## src/rtl/bcd_convert_ctrl.sv

```systemverilog
// Sequential binary-to-BCD converter (shift-and-add-3) with a start/ready/done handshake.
// One correction pass and one left shift per input bit; the result register updates only on entry to DONE.
module bcd_convert_ctrl #(
    parameter int WIDTH  = 8,
    parameter int DIGITS = 3
) (
    input  logic                  clk,
    input  logic                  reset,
    input  logic                  start,
    input  logic [WIDTH-1:0]      bin,
    output logic                  ready,
    output logic                  busy,
    output logic                  done,
    output logic [4*DIGITS-1:0]   bcd
);

    // state  | meaning
    // IDLE   | waiting for start, ready = 1
    // ADJUST | add 3 to every digit above 4
    // SHIFT  | shift scratch left one bit, count down remaining bits
    // DONE   | one-cycle done pulse, bcd freshly loaded
    localparam logic [1:0] S_IDLE   = 2'd0;
    localparam logic [1:0] S_ADJUST = 2'd1;
    localparam logic [1:0] S_SHIFT  = 2'd2;
    localparam logic [1:0] S_DONE   = 2'd3;

    localparam int SW = 4*DIGITS + WIDTH;
    localparam int CW = $clog2(WIDTH + 1);

    logic [1:0]          state_q, state_d;
    logic [SW-1:0]       scratch_q, scratch_d;
    logic [CW-1:0]       cnt_q, cnt_d;
    logic [4*DIGITS-1:0] bcd_q, bcd_d;
    logic [3:0]          digit;

    always_comb begin
        state_d   = state_q;
        scratch_d = scratch_q;
        cnt_d     = cnt_q;
        bcd_d     = bcd_q;
        digit     = 4'd0;
        case (state_q)
            S_IDLE: begin
                if (start) begin
                    scratch_d = {{(4*DIGITS){1'b0}}, bin};
                    cnt_d     = CW'(WIDTH);
                    state_d   = S_ADJUST;
                end
            end
            S_ADJUST: begin
                for (int i = 0; i < DIGITS; i++) begin
                    digit = scratch_q[WIDTH + 4*i +: 4];
                    if (digit > 4'd4) begin
                        scratch_d[WIDTH + 4*i +: 4] = digit + 4'd3;
                    end
                end
                state_d = S_SHIFT;
            end
            S_SHIFT: begin
                scratch_d = {scratch_q[SW-2:0], 1'b0};
                cnt_d     = cnt_q - CW'(1);
                if (cnt_d == '0) begin
                    // capture the digit field of the post-shift value on the edge entering DONE
                    bcd_d   = scratch_d[SW-1 -: 4*DIGITS];
                    state_d = S_DONE;
                end else begin
                    state_d = S_ADJUST;
                end
            end
            S_DONE: begin
                state_d = S_IDLE;
            end
            default: begin
                state_d = S_IDLE;
            end
        endcase
    end

    always_ff @(posedge clk or posedge reset) begin
        if (reset) begin
            state_q   <= S_IDLE;
            scratch_q <= '0;
            cnt_q     <= '0;
            bcd_q     <= '0;
        end else begin
            state_q   <= state_d;
            scratch_q <= scratch_d;
            cnt_q     <= cnt_d;
            bcd_q     <= bcd_d;
        end
    end

    assign ready = (state_q == S_IDLE);
    assign busy  = (state_q == S_ADJUST) || (state_q == S_SHIFT);
    assign done  = (state_q == S_DONE);
    assign bcd   = bcd_q;

endmodule

```

## config.mk

```make
export PLATFORM = sky130hd
export DESIGN_NAME = bcd_convert_ctrl
export DESIGN_NICKNAME = d
export VERILOG_FILES = /design/src/rtl/bcd_convert_ctrl.sv
export SDC_FILE = /design/constraint.sdc
export NUM_CORES = 1
export LEC_CHECK = 0
export ABC_CLOCK_PERIOD_IN_PS = 2700
export CAP_MARGIN = 20
export CORE_MARGIN = 4
export CORE_UTILIZATION = 50
export CTS_CLUSTER_DIAMETER = 120
export DETAILED_ROUTE_END_ITERATION = 16
export HOLD_SLACK_MARGIN = 0.05
export PLACE_DENSITY = 0.73
export SLEW_MARGIN = 20
export SYNTH_ARGS = -nofsm -noshare
export SYNTH_HDL_FRONTEND = slang
export SYNTH_SLANG_ARGS = --single-unit
```

## constraint.sdc

```tcl
create_clock -name clk -period 2.7 [get_ports clk]
set_input_delay 0.54 -clock clk [delete_from_list [all_inputs] [get_ports clk]]
set_output_delay 0.54 -clock clk [all_outputs]
set_load 0.05 [all_outputs]
```

==> qor.yml <==
synthArstFlopShare: 1.00
setup_tns_ps: 0
synth-warning-count: 0
min_to: "scratch_q[4]"
critPathMaxFanout: 6
reg2regPathDepth: 7
die-area_mm2: 0.00515
gp_congestion: 0.853
cp-start-kind: "flip-flop"
grt_setup_unrepaired: "no"
r2r-start: "state_q[0]"
total_power_w: 0.00272
synth_common_cells: "38 x dfrtp_1, 24 x o21ai_0, 19 x inv_1"
hpwl_um: 2950
cts_setup_buffers: 0
cts_sinks: 38
required_ps: 2160
firstDrtPassIters: 4
num_rows: 22
grt_max_degree: 39
grt_pass1_wl_um: 6940
cts.path.max_buffers: 2
syn_avg_cell_area_um2: 10.9
start_util: 0.536
finalWirelength_um: 3940
gr-total-overflow: 0
clock_latency_ps: 290
synth_area_leaders: "dfrtp_1 47%, ha_1 8.0%, mux2_4 6.6%"
pwr-share-comb: 0.521
p_clk_frac: 0.145
path_class: "flip-flop to primary output"
syn_inst: 187
maxClockFrequency_mhz: 404
whs_ps: 479
yosysTopAreaCellShare: 0.467
cts_buffers: 5
chipWidth_um: 71.8
antennaDiodeCount: 0
fin_crit_sh: 0.916
fin_crit_ps: 2470
crit_path_max_incr_delay_ps: 840
synth_edf_count: 0
synth_area_mm2: 0.00203
track_usage: 0.171
io_pins: 26
postRouteAntennaNets: 0
drive_gt1_frac: 0.129
synth_most_common_cell: "dfrtp_1"
cp_slowest_cell: "clkdlybuf4s50_1"
max_cap_violations: 0
clk_pin_slew_ps: 70
reg2reg_setup_slack_ps: 610
whs_path_depth: 2
status: "complete, no violations"
synth_largest_area_cell: "dfrtp_1"
cts_hold_buf: 0
power_density_mw_per_mm2: 1130
htreeDepth: 2
drc_errors: 0
min_from: "scratch_q[4]"
syn-num-nets: 211
wire_per_inst_um: 14.9
synthDistinctLibCells: 34
power_switching_share: 0.446
first_iter_violations: 94
tightestPinTransition_ps: 696
io_buffers: 25
r2r_end: "bcd[11]"
yosysSeqAreaShare: 0.467
skew_ps: 2.82
syn_to_final_growth_pct: 18.7
setup_viol: 0
hold_path.class: "flip-flop to flip-flop"
cts-root-buf: "clkbuf_8"
critPathArrivalTime_ps: 1930
internal_power_w: 0.00151
core-area_mm2: 0.00380
finalHoldViolCount: 0
vias: 1486
die_y_um: 71.8
nNetsFinal: 240
cp-end-kind: "primary output"
antenna_found_initial: 0
cts_tree: "yes"
peakVddDrop_mv: 0.583
synth_seq_cells: 38
switchingPower_w: 0.00121
slew_headroom: 0.533
leakage_nw: 1.05
drv_slew: 0
p_seq_frac: 0.334
worstPathBufferInverterCount: 2
synth_top_flop_cell: "dfrtp_1"
viasPerCell: 5.61
grt_pass1_vias: 1523
crit_family: "buffers and inverters"
cp_cell_sequence: "inv_1, ha_1, clkdlybuf4s50_1"
==> kinds of logic after synthesis <==
kind of cell,Yosys count,share of synthesized area
simple gates,34,0.0873
compound gates,50,0.158
fa+ha+maj,13,0.0800
xor+xnor,5,0.0215
mux,20,0.122
buf+inv,27,0.0633
flops,38,0.467
==> worst min-delay path, cell delays in order (launching register included) <==
cell and delay [ps]:
dfrtp_1 340, nand2_1 50, o21ai_0 60
==> state kept, by name, indices dropped and copies added (netlist names) <==
| name | flops |
|---|---|
| bcd | 12 |
| cnt_q | 4 |
| scratch_q | 20 |
| state_q | 2 |
==> area by class of cell <==
cell class                 count  area, um^2
timing repair buffer          29         283
clock inverter                 1        5.00
sequential                    38         951
tap                           48        60.1
multi-input combinational    122         955
inverter                      20        75.1
clock buffer                   7        86.3
fill                         315        1380
==> per-layer routing <==
layer,up-vias,share of wire,wire [um],GRT usage
met2,37,0.48,1900,0.283
li1,716,-,-,-
met4,0,0.019,76,0.0689
met1,724,0.46,1810,0.216
met5,-,0,0,0
met3,9,0.041,163,0.0407
==> per-stage QoR <==
stage	cells	setup WS, ps	cell area [um^2]	utilization
floorplan	187	638	2030	-
global placement	257	388	2320	0.611
detailed placement	257	343	2320	0.611
CTS	265	13.1	2410	0.635
global route	265	119	2410	0.636
finish	265	227	2410	0.636
==> cell usage in the layout (no fill, tap or decap), types with 5 or more instances in the layout <==
master and count:
xnor2_1 5, inv_1 19, nand3_1 6, clkdlybuf4s50_1 24
nand2_1 15, a22oi_1 5, mux2i_1 8, dfrtp_1 38
o22ai_1 8, o21ai_0 24, nand2b_1 7, mux2_4 9
ha_1 13, clkbuf_8 6
==> repair_timing <==
item | in CTS | in global routing
gates resized for setup | 0 | 1
setup endpoints to repair | 0 | 1
hold endpoints to repair | 0 | 0
==> power by group through the flow <==
| stage | Clock [W] | Combinational, W | Sequential [W] |
|---|---|---|---|
| after detailed placement | 0 | 0.00142 | 0.000920 |
| after floorplan | 0 | 0.000955 | 0.00101 |
| after global routing | 0.000430 | 0.00156 | 0.000937 |
| after global placement | 0 | 0.00138 | 0.000902 |
| final | 0.000393 | 0.00142 | 0.000909 |
| after CTS | 0.000403 | 0.00142 | 0.000909 |
==> how the worst max path moves through the flow <==
stage | cells past startpoint | startpoint | end
global route | 3 | state_q[1] | ready
CTS | 3 | state_q[1] | busy
detailed placement | 3 | state_q[1] | busy
finish | 3 | state_q[1] | ready
global placement | 3 | state_q[0] | busy
floorplan | 6 | state_q[0] | scratch_q[1]
No activity file was read; power rests on OpenSTA's default activity.
